--- config.mk ---
export PLATFORM = sky130hd
export DESIGN_NAME = xing_scheduler_flat
export DESIGN_NICKNAME = d
export VERILOG_FILES = /design/src/rtl/xing_pkg.sv /design/src/rtl/xing_scheduler_if.sv /design/src/rtl/xing_phase_timer.sv /design/src/rtl/xing_scheduler.sv /design/src/flat_wrapper.sv
export SDC_FILE = /design/constraint.sdc
export NUM_CORES = 1
export LEC_CHECK = 0
export CAP_MARGIN = 20
export CORE_ASPECT_RATIO = 0.5
export CORE_MARGIN = 3
export CORE_UTILIZATION = 51
export CTS_CLUSTER_DIAMETER = 40
export DETAILED_ROUTE_END_ITERATION = 8
export PLACE_DENSITY = 0.72
export SYNTH_ARGS = -nofsm -noshare
export SYNTH_HDL_FRONTEND = slang
export SYNTH_SLANG_ARGS = --single-unit
export TNS_END_PERCENT = 30
--- constraint.sdc ---
create_clock -name Clock -period 2.7 [get_ports Clock]
set_input_delay 0.54 -clock Clock [delete_from_list [all_inputs] [get_ports Clock]]
set_output_delay 0.54 -clock Clock [all_outputs]
set_load 0.05 [all_outputs]
--- src/rtl/xing_pkg.sv ---
// Shared encodings for the intersection request scheduler: timer selects,
// arbiter states, served-type constants and a width helper.
package xing_pkg;

   typedef enum logic [1:0] {
      TMR_HWY_MIN   = 2'd0,
      TMR_YELLOW    = 2'd1,
      TMR_SEC_GREEN = 2'd2,
      TMR_PED_WALK  = 2'd3
   } tmr_sel_t;

   typedef enum logic {
      ARB_IDLE  = 1'b0,
      ARB_GRANT = 1'b1
   } arb_state_t;

   typedef enum logic {
      SERVED_SEC = 1'b0,
      SERVED_PED = 1'b1
   } served_t;

   function automatic int max_of(input int a, input int b);
      return (a > b) ? a : b;
   endfunction

endpackage

--- src/rtl/xing_scheduler_if.sv ---
// Handshake bundle between the highway light FSM (master) and the scheduler (slave).
interface xing_scheduler_if;
   logic       tmr_start;
   logic [1:0] tmr_sel;
   logic       tmr_busy;
   logic       tmr_done;
   logic       arb_req;
   logic       svc_done;
   logic       svc_pending;
   logic       gnt_sec;
   logic       gnt_ped;
   logic       gnt_none;

   modport master (
      output tmr_start, tmr_sel, arb_req, svc_done,
      input  tmr_busy, tmr_done, svc_pending, gnt_sec, gnt_ped, gnt_none
   );

   modport slave (
      input  tmr_start, tmr_sel, arb_req, svc_done,
      output tmr_busy, tmr_done, svc_pending, gnt_sec, gnt_ped, gnt_none
   );
endinterface

--- src/rtl/xing_phase_timer.sv ---
// Phase timer: prescaler to ticks, per-phase tick countdown, optional secondary
// green extension (enabled by defining SEC_EXTEND_EN).
module xing_phase_timer
   import xing_pkg::*;
#(
   parameter int TICK_DIV    = 50_000_000,
   parameter int HWY_MIN_T   = 10,
   parameter int YELLOW_T    = 3,
   parameter int SEC_GREEN_T = 6,
   parameter int SEC_MAX_T   = 12,
   parameter int PED_WALK_T  = 8
) (
   input  logic       Clock,
   input  logic       Resetn,
   input  logic       tmr_start,
   input  logic [1:0] tmr_sel,
   input  logic       C,
   output logic       tmr_busy,
   output logic       tmr_done
);

   localparam int MAX_T = max_of(max_of(HWY_MIN_T, YELLOW_T),
                                 max_of(max_of(SEC_GREEN_T, SEC_MAX_T), PED_WALK_T));
   localparam int CW = $clog2(MAX_T + 1);
   localparam int PW = (TICK_DIV > 1) ? $clog2(TICK_DIV) : 1;

   logic [PW-1:0] presc;
   logic [CW-1:0] remain;
   logic [CW-1:0] load_val;
   logic          tick;
   logic          extend;

   always_comb begin
      load_val = CW'(HWY_MIN_T);
      case (tmr_sel)
         TMR_HWY_MIN:   load_val = CW'(HWY_MIN_T);
         TMR_YELLOW:    load_val = CW'(YELLOW_T);
         TMR_SEC_GREEN: load_val = CW'(SEC_GREEN_T);
         TMR_PED_WALK:  load_val = CW'(PED_WALK_T);
         default:       load_val = CW'(HWY_MIN_T);
      endcase
   end

   assign tick = tmr_busy && (presc == PW'(TICK_DIV - 1));

`ifdef SEC_EXTEND_EN
   logic          sec_run;
   logic [CW-1:0] total;

   // total tracks elapsed+remaining so the extension stops at the ceiling
   assign extend = sec_run && C && (total < CW'(SEC_MAX_T));

   always_ff @(posedge Clock or negedge Resetn) begin
      if (!Resetn) begin
         sec_run <= 1'b0;
         total   <= '0;
      end else if (tmr_start) begin
         sec_run <= (tmr_sel == TMR_SEC_GREEN);
         total   <= load_val;
      end else if (tick && extend) begin
         total   <= total + 1'b1;
      end
   end
`else
   logic unused_c;
   assign unused_c = C;
   assign extend   = 1'b0;
`endif

   always_ff @(posedge Clock or negedge Resetn) begin
      if (!Resetn) begin
         presc    <= '0;
         remain   <= '0;
         tmr_busy <= 1'b0;
         tmr_done <= 1'b0;
      end else begin
         tmr_done <= 1'b0;
         if (tmr_start) begin
            // a start while busy silently abandons the previous run
            presc    <= '0;
            remain   <= load_val;
            tmr_busy <= 1'b1;
         end else if (tmr_busy) begin
            if (tick) begin
               presc <= '0;
               if (!extend) begin
                  if (remain <= CW'(1)) begin
                     remain   <= '0;
                     tmr_busy <= 1'b0;
                     tmr_done <= 1'b1;
                  end else begin
                     remain <= remain - 1'b1;
                  end
               end
            end else begin
               presc <= presc + 1'b1;
            end
         end
      end
   end

endmodule

--- src/rtl/xing_scheduler.sv ---
// Request latches and round-robin service arbiter for the intersection, plus the
// phase timer instance. Optional feature macro: SEC_EXTEND_EN (see xing_phase_timer).
module xing_scheduler
   import xing_pkg::*;
#(
   parameter int TICK_DIV    = 50_000_000,
   parameter int HWY_MIN_T   = 10,
   parameter int YELLOW_T    = 3,
   parameter int SEC_GREEN_T = 6,
   parameter int SEC_MAX_T   = 12,
   parameter int PED_WALK_T  = 8
) (
   input  logic             Clock,
   input  logic             Resetn,
   input  logic             S,
   input  logic             P,
   input  logic             C,
   xing_scheduler_if.slave  bus
);

   arb_state_t state;
   served_t    last_served;
   logic       p_dly;
   logic       s_pend;
   logic       p_pend;
   logic       s_req;
   logic       p_req;

   // same-cycle requests are folded in so they take part in this arbitration
   assign s_req = s_pend | (S & ~bus.gnt_sec);
   assign p_req = p_pend | (P & ~p_dly & ~bus.gnt_ped);

   assign bus.svc_pending = s_pend | p_pend;

   always_ff @(posedge Clock or negedge Resetn) begin
      if (!Resetn) begin
         state        <= ARB_IDLE;
         last_served  <= SERVED_PED;
         p_dly        <= 1'b0;
         s_pend       <= 1'b0;
         p_pend       <= 1'b0;
         bus.gnt_sec  <= 1'b0;
         bus.gnt_ped  <= 1'b0;
         bus.gnt_none <= 1'b0;
      end else begin
         p_dly        <= P;
         s_pend       <= s_req;
         p_pend       <= p_req;
         bus.gnt_none <= 1'b0;
         case (state)
            ARB_IDLE: begin
               if (bus.arb_req) begin
                  if (s_req && (!p_req || last_served == SERVED_PED)) begin
                     bus.gnt_sec <= 1'b1;
                     s_pend      <= 1'b0;
                     last_served <= SERVED_SEC;
                     state       <= ARB_GRANT;
                  end else if (p_req) begin
                     bus.gnt_ped <= 1'b1;
                     p_pend      <= 1'b0;
                     last_served <= SERVED_PED;
                     state       <= ARB_GRANT;
                  end else begin
                     bus.gnt_none <= 1'b1;
                  end
               end
            end
            ARB_GRANT: begin
               if (bus.svc_done) begin
                  bus.gnt_sec <= 1'b0;
                  bus.gnt_ped <= 1'b0;
                  state       <= ARB_IDLE;
               end
            end
            default: state <= ARB_IDLE;
         endcase
      end
   end

   xing_phase_timer #(
      .TICK_DIV    (TICK_DIV),
      .HWY_MIN_T   (HWY_MIN_T),
      .YELLOW_T    (YELLOW_T),
      .SEC_GREEN_T (SEC_GREEN_T),
      .SEC_MAX_T   (SEC_MAX_T),
      .PED_WALK_T  (PED_WALK_T)
   ) u_timer (
      .Clock     (Clock),
      .Resetn    (Resetn),
      .tmr_start (bus.tmr_start),
      .tmr_sel   (bus.tmr_sel),
      .C         (C),
      .tmr_busy  (bus.tmr_busy),
      .tmr_done  (bus.tmr_done)
   );

endmodule

--- src/flat_wrapper.sv ---
// flat-port wrapper written by rule: the top's interface ports become plain ports
module xing_scheduler_flat import xing_pkg::*;
#(
   parameter int TICK_DIV    = 50_000_000,
   parameter int HWY_MIN_T   = 10,
   parameter int YELLOW_T    = 3,
   parameter int SEC_GREEN_T = 6,
   parameter int SEC_MAX_T   = 12,
   parameter int PED_WALK_T  = 8
)
  (Clock, Resetn, S, P, C, bus_tmr_start, bus_tmr_sel, bus_arb_req, bus_svc_done, bus_tmr_busy, bus_tmr_done, bus_svc_pending, bus_gnt_sec, bus_gnt_ped, bus_gnt_none);
  xing_scheduler_if bus_i ();
  input  logic Clock;
  input  logic Resetn;
  input  logic S;
  input  logic P;
  input  logic C;
  input wire logic [$bits(bus_i.tmr_start)-1:0] bus_tmr_start;
  input wire logic [$bits(bus_i.tmr_sel)-1:0] bus_tmr_sel;
  input wire logic [$bits(bus_i.arb_req)-1:0] bus_arb_req;
  input wire logic [$bits(bus_i.svc_done)-1:0] bus_svc_done;
  output wire logic [$bits(bus_i.tmr_busy)-1:0] bus_tmr_busy;
  output wire logic [$bits(bus_i.tmr_done)-1:0] bus_tmr_done;
  output wire logic [$bits(bus_i.svc_pending)-1:0] bus_svc_pending;
  output wire logic [$bits(bus_i.gnt_sec)-1:0] bus_gnt_sec;
  output wire logic [$bits(bus_i.gnt_ped)-1:0] bus_gnt_ped;
  output wire logic [$bits(bus_i.gnt_none)-1:0] bus_gnt_none;
  assign bus_i.tmr_start = bus_tmr_start;
  assign bus_i.tmr_sel = bus_tmr_sel;
  assign bus_i.arb_req = bus_arb_req;
  assign bus_i.svc_done = bus_svc_done;
  assign bus_tmr_busy = bus_i.tmr_busy;
  assign bus_tmr_done = bus_i.tmr_done;
  assign bus_svc_pending = bus_i.svc_pending;
  assign bus_gnt_sec = bus_i.gnt_sec;
  assign bus_gnt_ped = bus_i.gnt_ped;
  assign bus_gnt_none = bus_i.gnt_none;
  xing_scheduler #(.TICK_DIV(TICK_DIV), .HWY_MIN_T(HWY_MIN_T), .YELLOW_T(YELLOW_T), .SEC_GREEN_T(SEC_GREEN_T), .SEC_MAX_T(SEC_MAX_T), .PED_WALK_T(PED_WALK_T)) u_core (.Clock(Clock), .Resetn(Resetn), .S(S), .P(P), .C(C), .bus(bus_i));
endmodule
==> results.cfg <==
[status]
status = completed

[clock_tree]
root_buffer = clkbuf_8
htree_num_levels = 2
cts.sinks = 40
cts_setup_buffers = 0
clk_latency_ps = 290
cts_tree = done
numCtsBuffers = 5
hold_buffers = 0
cts.clk_slew.worst_paths_ps = 70
cts_resized = 0
clk_path_buf_depth = 2

[setup_path]
path_max_fanout = 3
regToRegSetupSlack_ps = 560
required_ps = 2160
setup.worst_path.end = bus_svc_pending
cp-start-kind = register
reg2reg_from = u_core.u_timer.presc[8]
critPathCaptureType = output pin
cp-startpoint = u_core.s_pend
crit_arrival_ps = 1660
r2r_cells = 4
path_class = register to output pin
reg2reg_to = u_core.u_timer.remain[1]

[timing]
fmax_mhz = 454
skew_ps = 7.42
period_share_pct = 81.6
min_period_ps = 2200
worstMarginPinSlew_ps = 865
grt_setup_unrepaired = no
setup_ws_ps = 497
slew_violations = 0
finalHoldViolations = 0
slew_headroom_pct = 42.3
tns_ps = 0
setup_viol = 0

[synth]
synthCells = 225
synth-warning-count = 0
synth_area_sq_um = 2160
yosysTopAreaCell = dfrtp_1
ys_async_sr_fraction_pct = 100
syn-num-nets = 241
synth_simple_gate_area_share_pct = 23.7
ys.flop_type = dfrtp_1
yosys.area_share.xor_xnor_pct = 4.46
synth_mux_area_share_pct = 0.521
avgSynthCellArea_sq_um = 9.61
synth-compound-area-share_pct = 17.7
ys_ff_latch = 40
ys_top_cells_by_count = 39 x dfrtp_1, 18 x o21ai_0, 17 x a21oi_1, 17 x nor2_1, 12 x inv_1
yosysMostFrequentCell = dfrtp_1
yosysTopAreaCellShare_pct = 45.1
synth_top_family_by_area = simple AND/OR/NAND/NOR gates
ys_types = 45
synth_edf_count = 0
ys_top_cells_by_area = dfrtp_1 45%, o21ai_0 4.2%, a21oi_1 3.9%
synthAdderAreaFrac_pct = 3.47
ys_seq_area_share_pct = 46.4

[power]
leakagePower_nw = 1.00
total_power_mw = 1.42
vdd_drop_max_v = 0.000540
sequentialPowerShare_pct = 50.1
p_switching_uw = 452
clockPowerShare_pct = 26.6
p_int_uw = 969
power_frac_comb_pct = 23.3
powerDensity_nw_per_um2 = 582
swShare_pct = 31.8

[detailed_routing]
drt_iter0_drc = 138
viasPerCell = 6.07
drc = 0
ant_nets = 0
drt-total-wl_um = 4540
vias = 1809
drt-pass1-iter-count = 4
avgRoutedWirePerCell_um = 15.2

[floorplanning]
pin_count = 16
initial_utilization_pct = 54.3
design.core.area_sq_um = 3980
rows = 16
die_area_sq_um = 5100
die_w_um = 98.1
die_h_um = 52.0

[cells_and_area]
diodes = 0
multi_input_area_sq_um = 1080
fin_area_sq_um = 2440
area_growth_pct = 13.0
drive_gt1_share_pct = 7.38
fin_util_pct = 61.3
register_area_sq_um = 1000
nets = 259
num-fill-cells = 356

[placed_design]
gp_congestion = 0.857
pre_cts_slack_ps = 297
placed_cell_area_sq_um = 2360
port_buffers = 14
hpwl_um = 3200

[global_routing]
grt_use_met1_pct = 25.9
antenna_found_initial = 0
grt_start_max_net_pins = 41
track_usage_pct = 20.1
gr-max-usage-layer = met2
grt_pass1_vias = 1775
grt_pass1_wl_um = 8150
globalRouteOverflowTotal = 0
grt.met2_usage_pct = 33.8
grt_use_met3_pct = 6.16

[min_path]
holdCritPathClass = input port to async pin

[flow_run]
cap_viol_max_count = 0
==> cell usage in the layout, fill, tap and decap left out, types with 4 or more instances in the layout <==
cell type        synthesis  final
buf_4                    0      4
inv_1                   12     12
dfrtp_1                 39     39
nand3_1                  6      6
or3_1                   10     10
ha_1                     6      6
clkbuf_8                 0      5
clkdlybuf4s50_1          0     13
nand2_1                  9      9
xnor2_1                  7      7
xor2_1                   4      4
or4_1                    7      7
nor4_1                   4      4
nor2_1                  17     17
nand4_1                  9      9
a21oi_1                 17     17
o21ai_0                 18     17
and3_1                   7      7
==> worst max-delay path, stage by stage, from the launching register on <==
cell and delay [ps]:
dfrtp_1 390, or2_2 290, clkdlybuf4s50_1 700
==> power by group through the flow <==
stage                     registers, mW  clock network [mW]  logic, mW
after floorplan                   0.766                   0      0.170
after global placement            0.718                   0      0.326
after detailed placement          0.722                   0      0.332
after CTS                         0.711               0.392      0.333
after global routing              0.723               0.426      0.364
final                             0.712               0.378      0.332
==> routing by layer <==
layer  part of all wire, %  vias up
met2                    46       60
met3                   7.3        0
met1                    46      874
met5                     0        -
li1                      -      875
met4                     0        0
==> final cells by class <==
class	instances	area share [%]
Inverter	13	2.00
Sequential cell	40	41.0
Clock buffer	7	3.13
Multi-Input combinational cell	165	44.1
Clock inverter	1	0.205
Timing Repair Buffer	18	6.76
Tap cell	54	2.77
==> logic make-up (layout without fill, tap and decap cells) <==
family | Yosys count | after routing
compound gates | 61 | 61
xor+xnor | 11 | 11
fa+ha+maj | 6 | 6
buf+inv | 20 | 39
flops | 40 | 40
mux | 1 | 1
simple gates | 86 | 86
==> sequential cells by signal, indices dropped and copies added, names as in the netlist <==
name and flops:
u_core.p_dly 1, u_core.bus.gnt_sec 1, u_core.last_served 1, u_core.u_timer.presc 26
u_core.bus.gnt_none 1, u_core.u_timer.tmr_busy 1, u_core.u_timer.tmr_done 1, u_core.s_pend 1
u_core.u_timer.remain 4, u_core.state 1, u_core.bus.gnt_ped 1, u_core.p_pend 1
==> how the worst min path moves through the flow <==
stage	startpoint	end	slack, ps	cells past startpoint
finish	Resetn	u_core.u_timer.presc[7]	360	1
global route	Resetn	u_core.u_timer.presc[20]	440	1
CTS	Resetn	u_core.u_timer.presc[20]	410	1
detailed placement	u_core.state	u_core.bus.gnt_ped	490	1
global placement	u_core.state	u_core.bus.gnt_ped	480	1
floorplan	Resetn	u_core.bus.gnt_none	240	0
==> per-stage QoR <==
stage | hold WS, ps | cells
5_1_grt | 443 | 298
2_1_floorplan | 244 | 225
6_report | 362 | 298
3_3_place_gp | 484 | 290
3_5_place_dp | 494 | 290
4_1_cts | 409 | 298
No activity file was read; power rests on OpenSTA's default activity.
